===== src/rtl/cpu_run_ctrl_pkg.sv =====
// Shared definitions for the fetch-side run controller: HALT/NOP encodings and FSM states.
package cpu_run_ctrl_pkg;

    localparam logic [4:0]  HALT_OP  = 5'h1F;
    localparam logic [15:0] NOP_WORD = 16'h0000;

    typedef enum logic [1:0] {
        StIdle  = 2'd0,
        StRun   = 2'd1,
        StStep  = 2'd2,
        StDrain = 2'd3
    } run_state_e;

    // A drain of one cycle still needs a one-bit counter.
    function automatic int unsigned drain_cnt_width(input int unsigned depth);
        return (depth > 1) ? $clog2(depth) : 1;
    endfunction

endpackage


===== src/rtl/cpu_run_drain_cnt.sv =====
// Loadable down-counter with zero flag; times the pipeline drain.
module cpu_run_drain_cnt #(
    parameter int unsigned W = 3
) (
    input  logic         clock,
    input  logic         reset,
    input  logic         load,
    input  logic [W-1:0] load_val,
    input  logic         dec,
    output logic         zero
);

    logic [W-1:0] count_q;

    always_ff @(posedge clock) begin
        if (reset) begin
            count_q <= '0;
        end else if (load) begin
            count_q <= load_val;
        end else if (dec && (count_q != '0)) begin
            count_q <= count_q - 1'b1;
        end
    end

    assign zero = (count_q == '0);

endmodule


===== src/rtl/cpu_run_ctrl.sv =====
// Fetch-side run controller: host start/step/stop, HALT detection, pipeline drain, retire count.
// Define RUN_CTRL_BREAK_EN to add a PC breakpoint comparator (pc, brk_addr, brk_en, brk_hit).
import cpu_run_ctrl_pkg::*;

module cpu_run_ctrl #(
    parameter int unsigned DEPTH = 5,
    parameter int unsigned CNT_W = 16
) (
    input  logic             clock,
    input  logic             reset,
    input  logic             start,
    input  logic             step,
    input  logic             stop,
    input  logic [15:0]      if_ir,
    input  logic             wb_valid,
    output logic             fetch_en,
    output logic             inject_nop,
    output logic             running,
    output logic             halted,
    output logic             done,
    output logic [CNT_W-1:0] retired
`ifdef RUN_CTRL_BREAK_EN
    ,
    input  logic [15:0]      pc,
    input  logic [15:0]      brk_addr,
    input  logic             brk_en,
    output logic             brk_hit
`endif
);

    localparam int unsigned   CW         = drain_cnt_width(DEPTH);
    localparam logic [CW-1:0] DRAIN_LOAD = CW'(DEPTH - 1);

    run_state_e       state_q, state_d;
    logic             fetch_en_q, inject_nop_q, running_q, halted_q, done_q;
    logic [CNT_W-1:0] retired_q;
    logic             drain_zero, drain_load, accept, halt_fetch, brk_match, drain_exit;

    logic unused_ir;
    assign unused_ir = ^if_ir[10:0];

`ifdef RUN_CTRL_BREAK_EN
    logic brk_hit_q;
    assign brk_match = (state_q == StRun) && brk_en && (pc == brk_addr);
`else
    assign brk_match = 1'b0;
`endif

    assign halt_fetch = (if_ir[15:11] == HALT_OP);
    assign accept     = (state_q == StIdle) && (start || step);

    always_comb begin
        state_d = state_q;
        unique case (state_q)
            StIdle: begin
                if (start) begin
                    state_d = StRun;
                end else if (step) begin
                    state_d = StStep;
                end
            end
            StRun: begin
                if (halt_fetch || stop || brk_match) begin
                    state_d = StDrain;
                end
            end
            StStep:  state_d = StDrain;
            StDrain: begin
                if (drain_zero) begin
                    state_d = StIdle;
                end
            end
            default: state_d = StIdle;
        endcase
    end

    assign drain_load = (state_q != StDrain) && (state_d == StDrain);
    assign drain_exit = (state_q == StDrain) && (state_d == StIdle);

    cpu_run_drain_cnt #(
        .W (CW)
    ) u_drain_cnt (
        .clock    (clock),
        .reset    (reset),
        .load     (drain_load),
        .load_val (DRAIN_LOAD),
        .dec      (state_q == StDrain),
        .zero     (drain_zero)
    );

    // Outputs are decoded from the next state so they line up with the state register.
    always_ff @(posedge clock) begin
        if (reset) begin
            state_q      <= StIdle;
            fetch_en_q   <= 1'b0;
            inject_nop_q <= 1'b1;
            running_q    <= 1'b0;
            halted_q     <= 1'b1;
            done_q       <= 1'b0;
            retired_q    <= '0;
        end else begin
            state_q      <= state_d;
            fetch_en_q   <= (state_d == StRun) || (state_d == StStep);
            inject_nop_q <= !((state_d == StRun) || (state_d == StStep));
            running_q    <= (state_d == StRun) || (state_d == StStep);
            done_q       <= drain_exit;
            if (accept) begin
                halted_q <= 1'b0;
            end else if (drain_exit) begin
                halted_q <= 1'b1;
            end
            if ((state_q == StIdle) && start) begin
                retired_q <= '0;
            end else if (wb_valid) begin
                retired_q <= retired_q + 1'b1;
            end
        end
    end

`ifdef RUN_CTRL_BREAK_EN
    always_ff @(posedge clock) begin
        if (reset) begin
            brk_hit_q <= 1'b0;
        end else if (accept) begin
            brk_hit_q <= 1'b0;
        end else if (brk_match) begin
            brk_hit_q <= 1'b1;
        end
    end

    assign brk_hit = brk_hit_q;
`endif

    // A breakpoint hit suppresses the fetch of the matching address in the same cycle.
    assign fetch_en   = fetch_en_q && !brk_match;
    assign inject_nop = inject_nop_q;
    assign running    = running_q;
    assign halted     = halted_q;
    assign done       = done_q;
    assign retired    = retired_q;

endmodule

===== config.mk =====
export PLATFORM = sky130hd
export DESIGN_NAME = cpu_run_ctrl
export DESIGN_NICKNAME = d
export VERILOG_FILES = /design/src/rtl/cpu_run_ctrl_pkg.sv /design/src/rtl/cpu_run_drain_cnt.sv /design/src/rtl/cpu_run_ctrl.sv
export SDC_FILE = /design/constraint.sdc
export NUM_CORES = 1
export LEC_CHECK = 0
export CAP_MARGIN = 20
export CORE_MARGIN = 1.5
export CORE_UTILIZATION = 37
export DETAILED_ROUTE_END_ITERATION = 8
export PLACE_DENSITY = 0.69
export SLEW_MARGIN = 10
export SYNTH_ARGS = -nofsm -noshare
export SYNTH_HDL_FRONTEND = slang
export SYNTH_SLANG_ARGS = --single-unit

===== constraint.sdc =====
create_clock -name clock -period 2.8 [get_ports clock]
set_input_delay 0.56 -clock clock [delete_from_list [all_inputs] [get_ports clock]]
set_output_delay 0.56 -clock clock [all_outputs]
set_load 0.05 [all_outputs]

* Word-level counts from Yosys, hierarchy flattened *
Cells that the tools add are included.

storage, ports and cells
  bits of input ports = 22
  output and inout bits = 21
  logic and storage cells = 44
  flip-flop bits (word level) = 25

operators by class
  eq/ne operators = 8
  reductions and logical operators = 17
  add/subtract/negate cells = 2
  multiplexer cells = 9

operator list
  kind                                                                   number
  16-bit by 1-bit adder with 16-bit output, second input constant        1
  2-bit equality test, second input constant                             4
  2-bit 2-to-1 mux                                                       4
  2-bit case mux with 4 select lines                                     1
  3-bit 2-to-1 mux                                                       2
  5-bit equality test, second input constant                             1
  1-bit logical AND                                                      5
  2-bit by 1-bit equality test with 1-bit output, second input constant  2
  2-bit zero test                                                        2
  2-bit nonzero test                                                     2
  2-bit OR reduction                                                     2
  3-bit zero test                                                        1
  1-bit logical OR                                                       3
  3-bit nonzero test                                                     1
  3-bit by 1-bit subtractor with 3-bit output, second input constant     1
  1-bit 2-to-1 mux                                                       2
  2-bit inequality test, second input constant                           1
  1-bit zero test                                                        1

* Depth between registers and ports, before layout *
  word-level depth = 8
  gate-level depth with buffers = 10
  depth with buffers taken out = 10

* Cells and area by module *
From an unflattened synthesis, not the netlist that was laid out.

unflattened totals
  cells, all modules = 142
  area total of the unflattened synthesis = 1265.0 um^2

modules (own cells, without submodules)
  module             sequential area each (um^2)  cells each  area each (um^2)  times used
  cpu_run_ctrl       440.4                        121         1082.3            1
  cpu_run_drain_cnt  60.1                         21          182.7             1

* Worst setup path after synthesis *
OpenSTA, ideal clock, no wires.

  path kind = register to register
  start point = reg retired_q[4] (netlist: retired[4])
  end point = reg retired_q[15] (netlist: retired[15])
  stages on the path, launching flop included = 7
  data required time = 2.679 ns
  path slack = 0.852 ns
  library setup time = 0.121 ns
  arrival time = 1.827 ns
  buffers on the path = 2
  period minus slack after synthesis = 1.948 ns
  cells stage by stage = dfxtp_1 buf_2 nand4_2 or2_1 clkbuf_2 nor3_1 mux2_2

on the way
  longest elaborated chain between the ends = 1

RTL lines
  what                                      RTL line             RTL
  from (decl)                               cpu_run_ctrl.sv:36   logic [CNT_W-1:0] retired_q;
  from (signal assigned)                    cpu_run_ctrl.sv:115  retired_q <= retired_q + 1'b1;
  16-bit by 1-bit adder with 16-bit output  cpu_run_ctrl.sv:115

Every way passes these cells.
A chain may end at the register's enable or synchronous reset.

* Worst setup path in the final report *
  start point = reg retired_q[4] (netlist: retired[4])
  end point = out retired[4]

RTL lines
  what       RTL line            RTL
  to (decl)  cpu_run_ctrl.sv:21  output logic [CNT_W-1:0] retired

No word-level cell between the ends.

==> summary.md <==
| Metric | Value |
|---|---|
| Outcome | `finished clean` |
| Reg2Reg Setup Slack | `1080 ps` |
| Worst vdd ir | `around 240 uV` |
| Net count of the finished layout | `between 150 and 200` |
| Complex-gate fraction of the synthesized area | `under 10%` |
| Average wire length per cell after detail routing | `roughly 11 um` |
| Hold Fails Final Rpt | `0` |
| Layout-stage area growth over the synthesis result | `30.8%` |
| End point of the critical path | `retired[4]` |
| Placeable core region | `3030 um2` |
| Standby leakage power | `between 0.0005 and 0.0006 uW` |
| Xor/xnor share of the synthesized area | `between 8 and 9%` |
| Die outline height | `59.1 um` |
| Worst path cell trace | `clkdlybuf4s50_1` |
| Cell types occupying the most area after synthesis | `sky130_fd_sc_hd__dfxtp_1 43%, sky130_fd_sc_hd__nor2_1 6.4%, sky130_fd_sc_hd__ha_1 5.4%` |
| Clock slew at the register clock pins of the worst setup and hold paths | `approximately 130 ps` |
| Area fraction of the dominant cell type after synthesis | `around 43%` |
| Path class of the lowest-slack min-delay path | `flop to flop` |
| Core Rows | `20` |
| Power density over the cells | `470 nW/um2` |
| Cell accounting for the most synthesized area | `sky130_fd_sc_hd__dfxtp_1` |
| Count of distinct cell types in the synthesized netlist | `32` |
| Latest clock arrival within the worst-skew pair | `310 ps` |
| Arrival time at the worst endpoint | `1710 ps` |
| Placer congestion estimate | `0.756` |
| Final antenna-violating net count | `0` |
| Adder-cell share of the synthesized area | `about 5.4%` |
| 1st-pass router iterations | `4` |
| Average vias per placed instance | `4.89` |
| Count of instances resized after the clock tree is built | `0` |
| Antenna violations before repair | `0` |
| Count of buffer and inverter cells on the critical path | `1` |
| Worst path required time | `2240 ps` |
| Syn Std Cell Area | `1160 um2` |
| Crit path capture type | `primary output` |
| Crit path from | `retired[4]` |
| Width of the die | `59.1 um` |
| Final setup slack of the worst path | `526 ps` |
| Antenna diode instance count | `0` |
| IO Pins | `between 40 and 50` |
| R2r worst-path depth | `10` |
| Detailed Place HPWL | `1760 um` |
| Root Driver | `sky130_fd_sc_hd__clkbuf_4` |
| Achievable frequency | `440 MHz` |
| Filler cells | `305` |
| Aggregate negative setup slack | `0 ps` |
| Post-Syn Nets | `164` |
| Slowest stage cell on the critical path | `sky130_fd_sc_hd__clkdlybuf4s50_1` |
| Logic depth of the worst setup path including buffers | `1` |
| Worst stage delay on the critical path | `870 ps` |
| Worst R2R Start | `u_drain_cnt.count_q[0]` |
| Avg Synthesized Cell Area | `8.50 um2` |
| Cell class contributing the biggest share of worst-path delay | `buffers and inverters` |
| Residual overflow from global routing | `0` |
| Hold path startpoint | `retired[13]` |
| Met3 layer wire length in the routed design | `147 um` |
| Initial Util | `38.5%` |
| Total CTS buffers | `3` |
| Layout cell share with drive strength beyond 1 | `4.88%` |
| Drc violations | `0` |
| Post-Route WL | `2310 um` |
| Hold buffer count at cts | `0` |
| Tot GR Track Use | `13.2%` |
| Number of synthesized register bits | `25` |
| Number of DRC markers in iteration 0 | `10` |
| Largest family of logic cells by synthesized area | `simple AND/OR/NAND/NOR gates` |
| Area of the die | `3490 um2` |
| Maximum level of the CTS H-tree | `1` |
| Period minus WS final | `2270 ps` |
| RR Endpoint | `u_drain_cnt.count_q[1]` |
| Maximum number of pins on one net before global-route repair | `18` |
| Sink count of the clock tree | `25` |
| Routed vias | `1017` |
| Max-slew violation count | `0` |
| Setup skew after layout | `about 4 ps` |
| Post CTS Setup Buffer Count | `0` |
| Crit path kind | `flop to primary output` |
| Max Buffers Root-to-Sink | `2` |
| Instance count of the mapped netlist | `between 100 and 150` |
| Measured slew at the worst slew-check pin | `roughly 500 ps` |
| Final setup violation count | `0` |
| Total power of the final layout | `716 uW` |
| Met2 wirelength from detailed routing | `1170 um` |
| Number of synthesis warnings | `0` |
| Setup repair after global routing missed its margin | `false` |
| Max-cap violation count | `0` |
| Post-synthesis mux area share | `2.69%` |
| Uppermost signal routing layer after detailed routing | `met3` |
| DP Worst Slack | `531 ps` |
| Proportion of synthesized chip area in sequential cells | `43.0%` |
| Wire length on met1 | `994 um` |
| Largest driver fanout on the critical path | `8` |
| First-pass GRT wire length | `3640 um` |
| Number of global-route vias before repair | `920` |
| Count of buffers from port buffering | `31` |
| Share of the cycle needed by the critical path after routing | `approximately four fifths` |
| CTS tree | `done` |
| Worst Setup Start Kind | `flop` |
| Area fraction in and, or, nand and nor cells after synthesis | `24.6%` |
| Worst slew margin relative to its limit | `65.7%` |
-- per-stage QoR --
step | util [%] | std cells | hold slack (ps) | cell area, um2
after floorplan | - | 137 | 477 | 1160
after global placement | 49.4 | 204 | 486 | 1500
after detailed placement | 49.4 | 204 | 505 | 1500
after CTS | 50.3 | 208 | 524 | 1520
after global routing | 50.3 | 208 | 564 | 1520
final | 50.3 | 208 | 521 | 1520
-- metal layers --
| metal | vias to the layer above | track usage (%) |
|---|---|---|
| met2 | 31 | 24.8 |
| met3 | 0 | 3.06 |
| met4 | 0 | 2.92 |
| met5 | - | 0 |
| met1 | 472 | 14.9 |
| li1 | 514 | - |
-- state kept, by name (all words and copies together), names as in the netlist --
name                 count
done                     1
halted                   1
inject_nop               1
retired                 16
running                  1
state_q                  2
u_drain_cnt.count_q      3
-- cells in the mapped netlist (all sizes together) --
cell,count
and3,2
a21o,2
or3,3
mux2,1
buf,3
or2,1
nor2b,1
inv,10
nor3,4
a21oi,6
nand2,7
clkbuf,6
ha,5
nor2,20
and4,2
o21ai,5
a22oi,1
a221oi,1
xnor2,4
mux2i,2
xor2,7
nor3b,2
nand4,6
dfxtp,25
o31ai,1
o21bai,2
nand3,7
nand4b,1
-- layout make-up --
class	instances	area [um2]	share of cell area [%]
repair buffers	32	318	20.9
flip-flops and latches	25	500	32.8
inverters	10	37.5	2.46
multi-input cells	93	586	38.4
clock buffers	3	22.5	1.48
well taps	44	55.1	3.61
clock inverters	1	5.00	0.328
-- placed cells by master, fill, tap and decap left out --
cell type / instances
sky130_fd_sc_hd__nand4_2: 1
sky130_fd_sc_hd__or3_1: 3
sky130_fd_sc_hd__a22oi_1: 1
sky130_fd_sc_hd__mux2i_1: 2
sky130_fd_sc_hd__nand4_1: 5
sky130_fd_sc_hd__o21ai_0: 5
sky130_fd_sc_hd__nand3_1: 7
sky130_fd_sc_hd__ha_1: 5
sky130_fd_sc_hd__buf_4: 1
sky130_fd_sc_hd__a21o_1: 2
sky130_fd_sc_hd__and4_2: 1
sky130_fd_sc_hd__o31ai_1: 1
sky130_fd_sc_hd__nand4b_1: 1
sky130_fd_sc_hd__clkbuf_4: 3
sky130_fd_sc_hd__nor2_1: 20
sky130_fd_sc_hd__nor3_1: 4
sky130_fd_sc_hd__nor3b_1: 2
sky130_fd_sc_hd__o21bai_1: 2
sky130_fd_sc_hd__clkinv_2: 1
sky130_fd_sc_hd__and4_1: 1
sky130_fd_sc_hd__xnor2_1: 4
sky130_fd_sc_hd__nand2_1: 7
sky130_fd_sc_hd__and3_1: 2
sky130_fd_sc_hd__a21oi_1: 6
sky130_fd_sc_hd__inv_1: 10
sky130_fd_sc_hd__nor2b_1: 1
sky130_fd_sc_hd__or2_1: 1
sky130_fd_sc_hd__a221oi_1: 1
sky130_fd_sc_hd__xor2_1: 7
sky130_fd_sc_hd__mux2_2: 1
sky130_fd_sc_hd__clkdlybuf4s50_1: 31
sky130_fd_sc_hd__dfxtp_1: 25
-- how the worst min path moves through the flow --
stage,end,slack [ps],cells past startpoint
final,retired[13],520,2
after CTS,retired[14],520,2
after floorplan,u_drain_cnt.count_q[1],480,2
after global placement,retired[14],490,2
after detailed placement,retired[14],510,2
after global routing,retired[11],560,2
-- kinds of logic (layout without fill, tap and decap cells) --
logic type	Yosys count	count (layout)
and+or+nand+nor	56	56
DFF	25	25
buffers and inverters	19	46
AOI/OAI and AO/OA	18	18
xor gates and xnor gates	11	11
adders and majority gates	5	5
muxes	3	3
-- report_power, final --
part / switching (uW) / internal, uW / total [uW]
sequential: 17.9 / 375 / 393
combinational: 98.8 / 68.0 / 167
clock: 103 / 53.3 / 156
(Power assumes the default switching activity.)
==> variant 1 (same settings) <==
The option `RUN_CTRL_BREAK_EN` is turned on by a define.
--- a/src/rtl/cpu_run_ctrl.sv
+++ b/src/rtl/cpu_run_ctrl.sv
@@ -1,5 +1,7 @@
 // Fetch-side run controller: host start/step/stop, HALT detection, pipeline drain, retire count.
 // Define RUN_CTRL_BREAK_EN to add a PC breakpoint comparator (pc, brk_addr, brk_en, brk_hit).
+`define RUN_CTRL_BREAK_EN
+
 import cpu_run_ctrl_pkg::*;
 
 module cpu_run_ctrl #(
Interface: changed (added brk_addr, brk_en, brk_hit and pc); port bits go from 43 to 77. No check against the original RTL was run, so the function may have changed too.
==> variant 1 against the original RTL <==
- setup slack got worse by 0.30 ns
- final area rose by 41%
- largest power group unchanged
- routed wire length rose by 55%
- clock skew fell by 0.0031 ns
- largest cell class unchanged
- sequential cell count rose by 1
- synthesized area rose by 19%
- count of clock-buffer cells in the layout did not move
- power rose by 33%
==> variant 1: results (changes against the original RTL) <==
.. list-table::
   :header-rows: 1

   * - Metric
     - Value
   * - Run status
     - finished, final reports clean
   * - Post_cts resized
     - 0 (unchanged)
   * - Post-placement cell count
     - 267 (+31%)
   * - Endpoint with the worst hold slack
     - brk_hit$_SDFFE_PP0P_
   * - Average detailed-routed wire length per instance
     - 13.2 um (+19%)
   * - Highest ir drop seen on vdd
     - 0.271 mV (+13%)
   * - Nets@finish
     - 284 (+48%)
   * - Post-synthesis share of cell area spent on full adders, half adders and majority gates
     - 4.50% (-0.87 points)
   * - Worst Setup EP
     - fetch_en
   * - Pre-CTS WS
     - 0.134 ns (-0.397 ns)
   * - Cell at the root of the clock tree
     - sky130_fd_sc_hd__clkbuf_8
   * - Number of I/O port buffers
     - 65 (+110%)
   * - Aggregate global-route resource usage
     - 17.7% (+4.5 points)
   * - Reported leakage power
     - 0.764 nW (+34%)
   * - Maximum clock skew at final layout
     - 0.000945 ns (-0.00306 ns)
   * - Syn nets
     - 217 (+32%)
   * - Number of vias in the routed layout
     - 1,310 (+29%)
   * - Seq/Total Area, Yosys
     - 37.4% (-5.5 points)
   * - Fraction of the mapped netlist area in compound gates
     - 10.4% (+1.0 points)
   * - Worst Hold Slack
     - 0.474 ns (-0.0471 ns)
   * - Setup slack after layout
     - 0.223 ns (-0.303 ns)
   * - Post-detailed-placement half-perimeter wirelength
     - 2830 um (+61%)
   * - Post-Synth XOR/XNOR Area
     - 16.4% (+8.1 points)
   * - Reg2reg end
     - u_drain_cnt.count_q[0]$_SDFFE_PP0P_
   * - Worst skew pair latency
     - 0.27 ns (-0.04 ns)
   * - Routed wire length
     - 3590 um (+55%)
   * - Top cells by count, synth
     - 26 x sky130_fd_sc_hd__dfxtp_1, 21 x sky130_fd_sc_hd__xnor2_1, 17 x sky130_fd_sc_hd__nor2_1, 11 x sky130_fd_sc_hd__nand2_1, 9 x sky130_fd_sc_hd__a21oi_1
   * - Multiplexer share of the synthesized area
     - 0.720% (-2.0 points)
   * - Crit-path max FO
     - 2 (-6)
   * - Wire length of the first global-routing pass
     - 5840 um (+60%)
   * - Delay of the slowest critical-path stage
     - 0.49 ns (-0.38 ns)
   * - Clock slew at reported path FFs
     - 0.09 ns (-0.04 ns)
   * - Global placement routability congestion
     - 0.812 (+7.5%)
   * - Ratio of cells with drive above 1 in the final layout
     - 5.38% (+0.50 points)
   * - Total cell area at the placement stage
     - 2070 um2 (+39%)
   * - Initial drt markers
     - 43 (+33)
   * - Start point of the worst hold path
     - brk_hit$_SDFFE_PP0P_
   * - Average footprint of a synthesized cell
     - 8.85 um2 (+4.1%)
   * - Critical Path Source
     - pc[9]
   * - Dominant cells by area after synthesis
     - sky130_fd_sc_hd__dfxtp_1 37%, sky130_fd_sc_hd__xnor2_1 13%, sky130_fd_sc_hd__nor2_1 4.6%
   * - Final Util
     - 59.1% (+8.7 points)
   * - Switching share of power
     - 26.5% (-4.2 points)
   * - Count of cell types in the netlist
     - 36 (+13%)
   * - Setup slack of the most critical reg-to-reg path
     - 0.85 ns (-0.23 ns)
[variant 1: per-layer routing]
metal	global-route usage, %	vias to the layer above	share of wire, %
met3	3.52	7	6.4
met5	0	-	0
met4	6.91	0	1.8
li1	-	673	-
met2	28.9	52	45
met1	22.7	578	47
[variant 1: cell families after synthesis]
group | Yosys count
and+or+nand+nor | 66
xor gates and xnor gates | 26
buffers and inverters | 10
adders and majority gates | 5
muxes | 1
AOI/OAI and AO/OA | 23
DFF | 26
[variant 1: final cells by class]
class                           instances  area share [%]
Clock inverter                          1            1.40
Multi-Input combinational cell        121            38.0
Tap cell                               48            2.80
Clock buffer                            3            1.92
Inverter                                6            1.05
Timing Repair Buffer                   66            30.6
Sequential cell                        26            24.3
[variant 1: power groups by stage]
stage          clock network [mW]  registers [mW]  logic [mW]
6_report                    0.315           0.401       0.236
5_1_grt                     0.334           0.403       0.254
4_1_cts                     0.323           0.401       0.237
3_5_place_dp                    0           0.409       0.236
3_3_place_gp                    0           0.408       0.231
2_1_floorplan                   0           0.441      0.0992
==> variant 2 (same flow settings) <==
Without the edit above. The 4 states of `run_state_e` get a one-hot encoding in 4 bits.
--- a/src/rtl/cpu_run_ctrl_pkg.sv
+++ b/src/rtl/cpu_run_ctrl_pkg.sv
@@ -4,11 +4,11 @@
     localparam logic [4:0]  HALT_OP  = 5'h1F;
     localparam logic [15:0] NOP_WORD = 16'h0000;
 
-    typedef enum logic [1:0] {
-        StIdle  = 2'd0,
-        StRun   = 2'd1,
-        StStep  = 2'd2,
-        StDrain = 2'd3
+    typedef enum logic [3:0] {
+        StIdle  = 4'b0001,
+        StRun   = 4'b0010,
+        StStep  = 4'b0100,
+        StDrain = 4'b1000
     } run_state_e;
 
     // A drain of one cycle still needs a one-bit counter.
Check against the original RTL: no difference found for any inputs over 10 cycles, from zero or initial values and one cycle with reset high; not proved beyond that.
==> variant 2 against the original RTL <==
- synthesized area rose by 17%
- setup slack improved by 0.084 ns
- final area rose by 13%
- count of clock-buffer cells in the layout rose by 1
- largest cell class unchanged
- routed wire length rose by 16%
- sequential share of layout area fell by 1.4 points
- clock skew fell by 0.00093 ns
- clock power rose by 40%
- die area rose by 16%
- sequential cell count rose by 2
- power rose by 11%
- core utilization fell by 0.39 points
- critical path depth did not move
==> variant 2: results (changes against the original RTL) <==
.. list-table::
   :header-rows: 1

   * - Metric
     - Value
   * - Final TNS setup
     - 0 ns (unchanged)
   * - Worst skew pair latency
     - 0.27 ns (-0.04 ns)
   * - Critical Path Source
     - retired[4]$_SDFFE_PP0P_
   * - Syn nets
     - 174 (+6.1%)
   * - Highest ir drop seen on vdd
     - 0.227 mV (-4.8%)
   * - Routed wire length
     - 2680 um (+16%)
   * - Cell at the root of the clock tree
     - sky130_fd_sc_hd__clkbuf_8
   * - Aggregate global-route resource usage
     - 15.2% (+2.0 points)
   * - Async S/R FF share, synth
     - 0% (unchanged)
   * - Drt via density
     - 5.21 (+6.5%)
   * - Number of global-route vias before repair
     - 1,141 (+24%)
   * - Ratio of cells with drive above 1 in the final layout
     - 7.39% (+2.5 points)
   * - Count of buffers added by post-CTS timing repair for setup
     - 0 (unchanged)
   * - Number of search-and-repair iterations in the first detailed-routing pass
     - 6 (+2)
   * - Total cell area at the placement stage
     - 1670 um2 (+12%)
   * - Reported leakage power
     - 0.634 nW (+11%)
   * - Slew at the pin closest to its max-slew limit
     - 0.508 ns (-0.00480 ns)
   * - Post_cts resized
     - 0 (unchanged)
   * - Maximum clock skew at final layout
     - 0.00307 ns (-0.000930 ns)
   * - Crit path DAT
     - 1.63 ns (-0.08 ns)
   * - Largest net degree at the start of global routing
     - 18 (unchanged)
   * - Top cells by count, synth
     - 27 x sky130_fd_sc_hd__dfxtp_1, 16 x sky130_fd_sc_hd__nor2_1, 9 x sky130_fd_sc_hd__nand2_1, 7 x sky130_fd_sc_hd__inv_1
   * - Clock Tree Buf Depth
     - 2 (unchanged)
   * - Clock slew at reported path FFs
     - 0.09 ns (-0.04 ns)
   * - Seq/Total Area, Yosys
     - 39.8% (-3.2 points)
   * - Nets@finish
     - 202 (+5.2%)
   * - Start point of the worst hold path
     - retired[14]$_SDFFE_PP0P_
   * - Initial drt markers
     - 38 (+28)
   * - Number of buffers created by CTS
     - 3 (unchanged)
   * - HP Class
     - register to register
   * - Number of I/O port buffers
     - 31 (unchanged)
   * - Global placement routability congestion
     - 0.757 (+0.15%)
   * - Run status
     - finished, final reports clean
   * - Count of cell types in the netlist
     - 42 (+31%)
   * - Dominant cells by area after synthesis
     - sky130_fd_sc_hd__dfxtp_1 40%, sky130_fd_sc_hd__nor2_1 4.4%, sky130_fd_sc_hd__xnor2_1 3.9%
   * - Delay of the slowest critical-path stage
     - 0.87 ns (about the same)
   * - Crit-path max FO
     - 7 (-1)
   * - Launching point of the worst reg2reg path
     - retired[0]$_SDFFE_PP0P_
   * - Ys flop type
     - sky130_fd_sc_hd__dfxtp_1
   * - Wire length of the first global-routing pass
     - 5000 um (+37%)
   * - Diode insertion count for antenna repair
     - 0 (unchanged)
   * - Post-detailed-placement half-perimeter wirelength
     - 1980 um (+13%)
   * - Total of warnings raised by yosys
     - 0 (unchanged)
## variant 2: cell count changes after synthesis, sizes merged, moves of 3 or more
| cell | unedited run | this run |
|---|---|---|
| inv | 10 | 7 |
| nand2b | 0 | 5 |
| a211oi | 0 | 3 |
| buf | 3 | 8 |
| clkbuf | 6 | 0 |
| nand2 | 7 | 11 |
| nor2 | 20 | 17 |
## variant 2: final cells by class
cell class | instances | area (um2)
repair buffers | 31 | 310
well taps | 46 | 57.6
clock buffers | 4 | 45.0
inverters | 7 | 26.3
multi-input cells | 107 | 739
flip-flops and latches | 27 | 541
fillers | 320 | 1720
## variant 2: power breakdown
part	internal (mW)	leakage, nW	switching, mW	total (mW)
registers	0.400	0.219	0.0238	0.424
logic	0.0665	0.392	0.0879	0.154
clock network	0.102	0.0228	0.116	0.218
## variant 2: logic make-up (layout without fill, tap and decap cells)
logic type                 after synthesis  after routing  share of synthesized area [%]
muxes                                    2              2                           1.84
buffers and inverters                   15             42                           5.80
adders and majority gates                3              3                           2.76
and+or+nand+nor                         65             65                           29.0
xor gates and xnor gates                12             12                           7.73
AOI/OAI and AO/OA                       25             25                           13.1
DFF                                     27             27                           39.8
## variant 2: path summary, 6_finish.rpt
kind,end,slack (ns),cells after the start
worst min-delay path,retired[14]$_SDFFE_PP0P_,0.53,2
worst min register to register,retired[14]$_SDFFE_PP0P_,0.53,2
worst max-delay path,retired[4],0.61,1
worst max register to register,retired[14]$_SDFFE_PP0P_,1.11,5
## variant 2: per-stage QoR
step	utilization, %	instances	hold WS (ns)	setup slack [ns]
floorplan	-	149	0.516	0.896
global placement	48.6	218	0.483	0.511
detailed placement	48.6	218	0.512	0.472
CTS	49.9	222	0.529	0.594
global route	49.9	222	0.543	0.542
finish	49.9	222	0.527	0.610
## variant 2: per-layer routing
layer / track usage [%] / part of all wire (%) / up-vias
met5: 0 / 0 / -
met4: 6.52 / 1.6 / 0
met3: 2.50 / 4.9 / 6
met2: 26.3 / 48 / 40
met1: 18.4 / 45 / 528
li1: - / - / 582
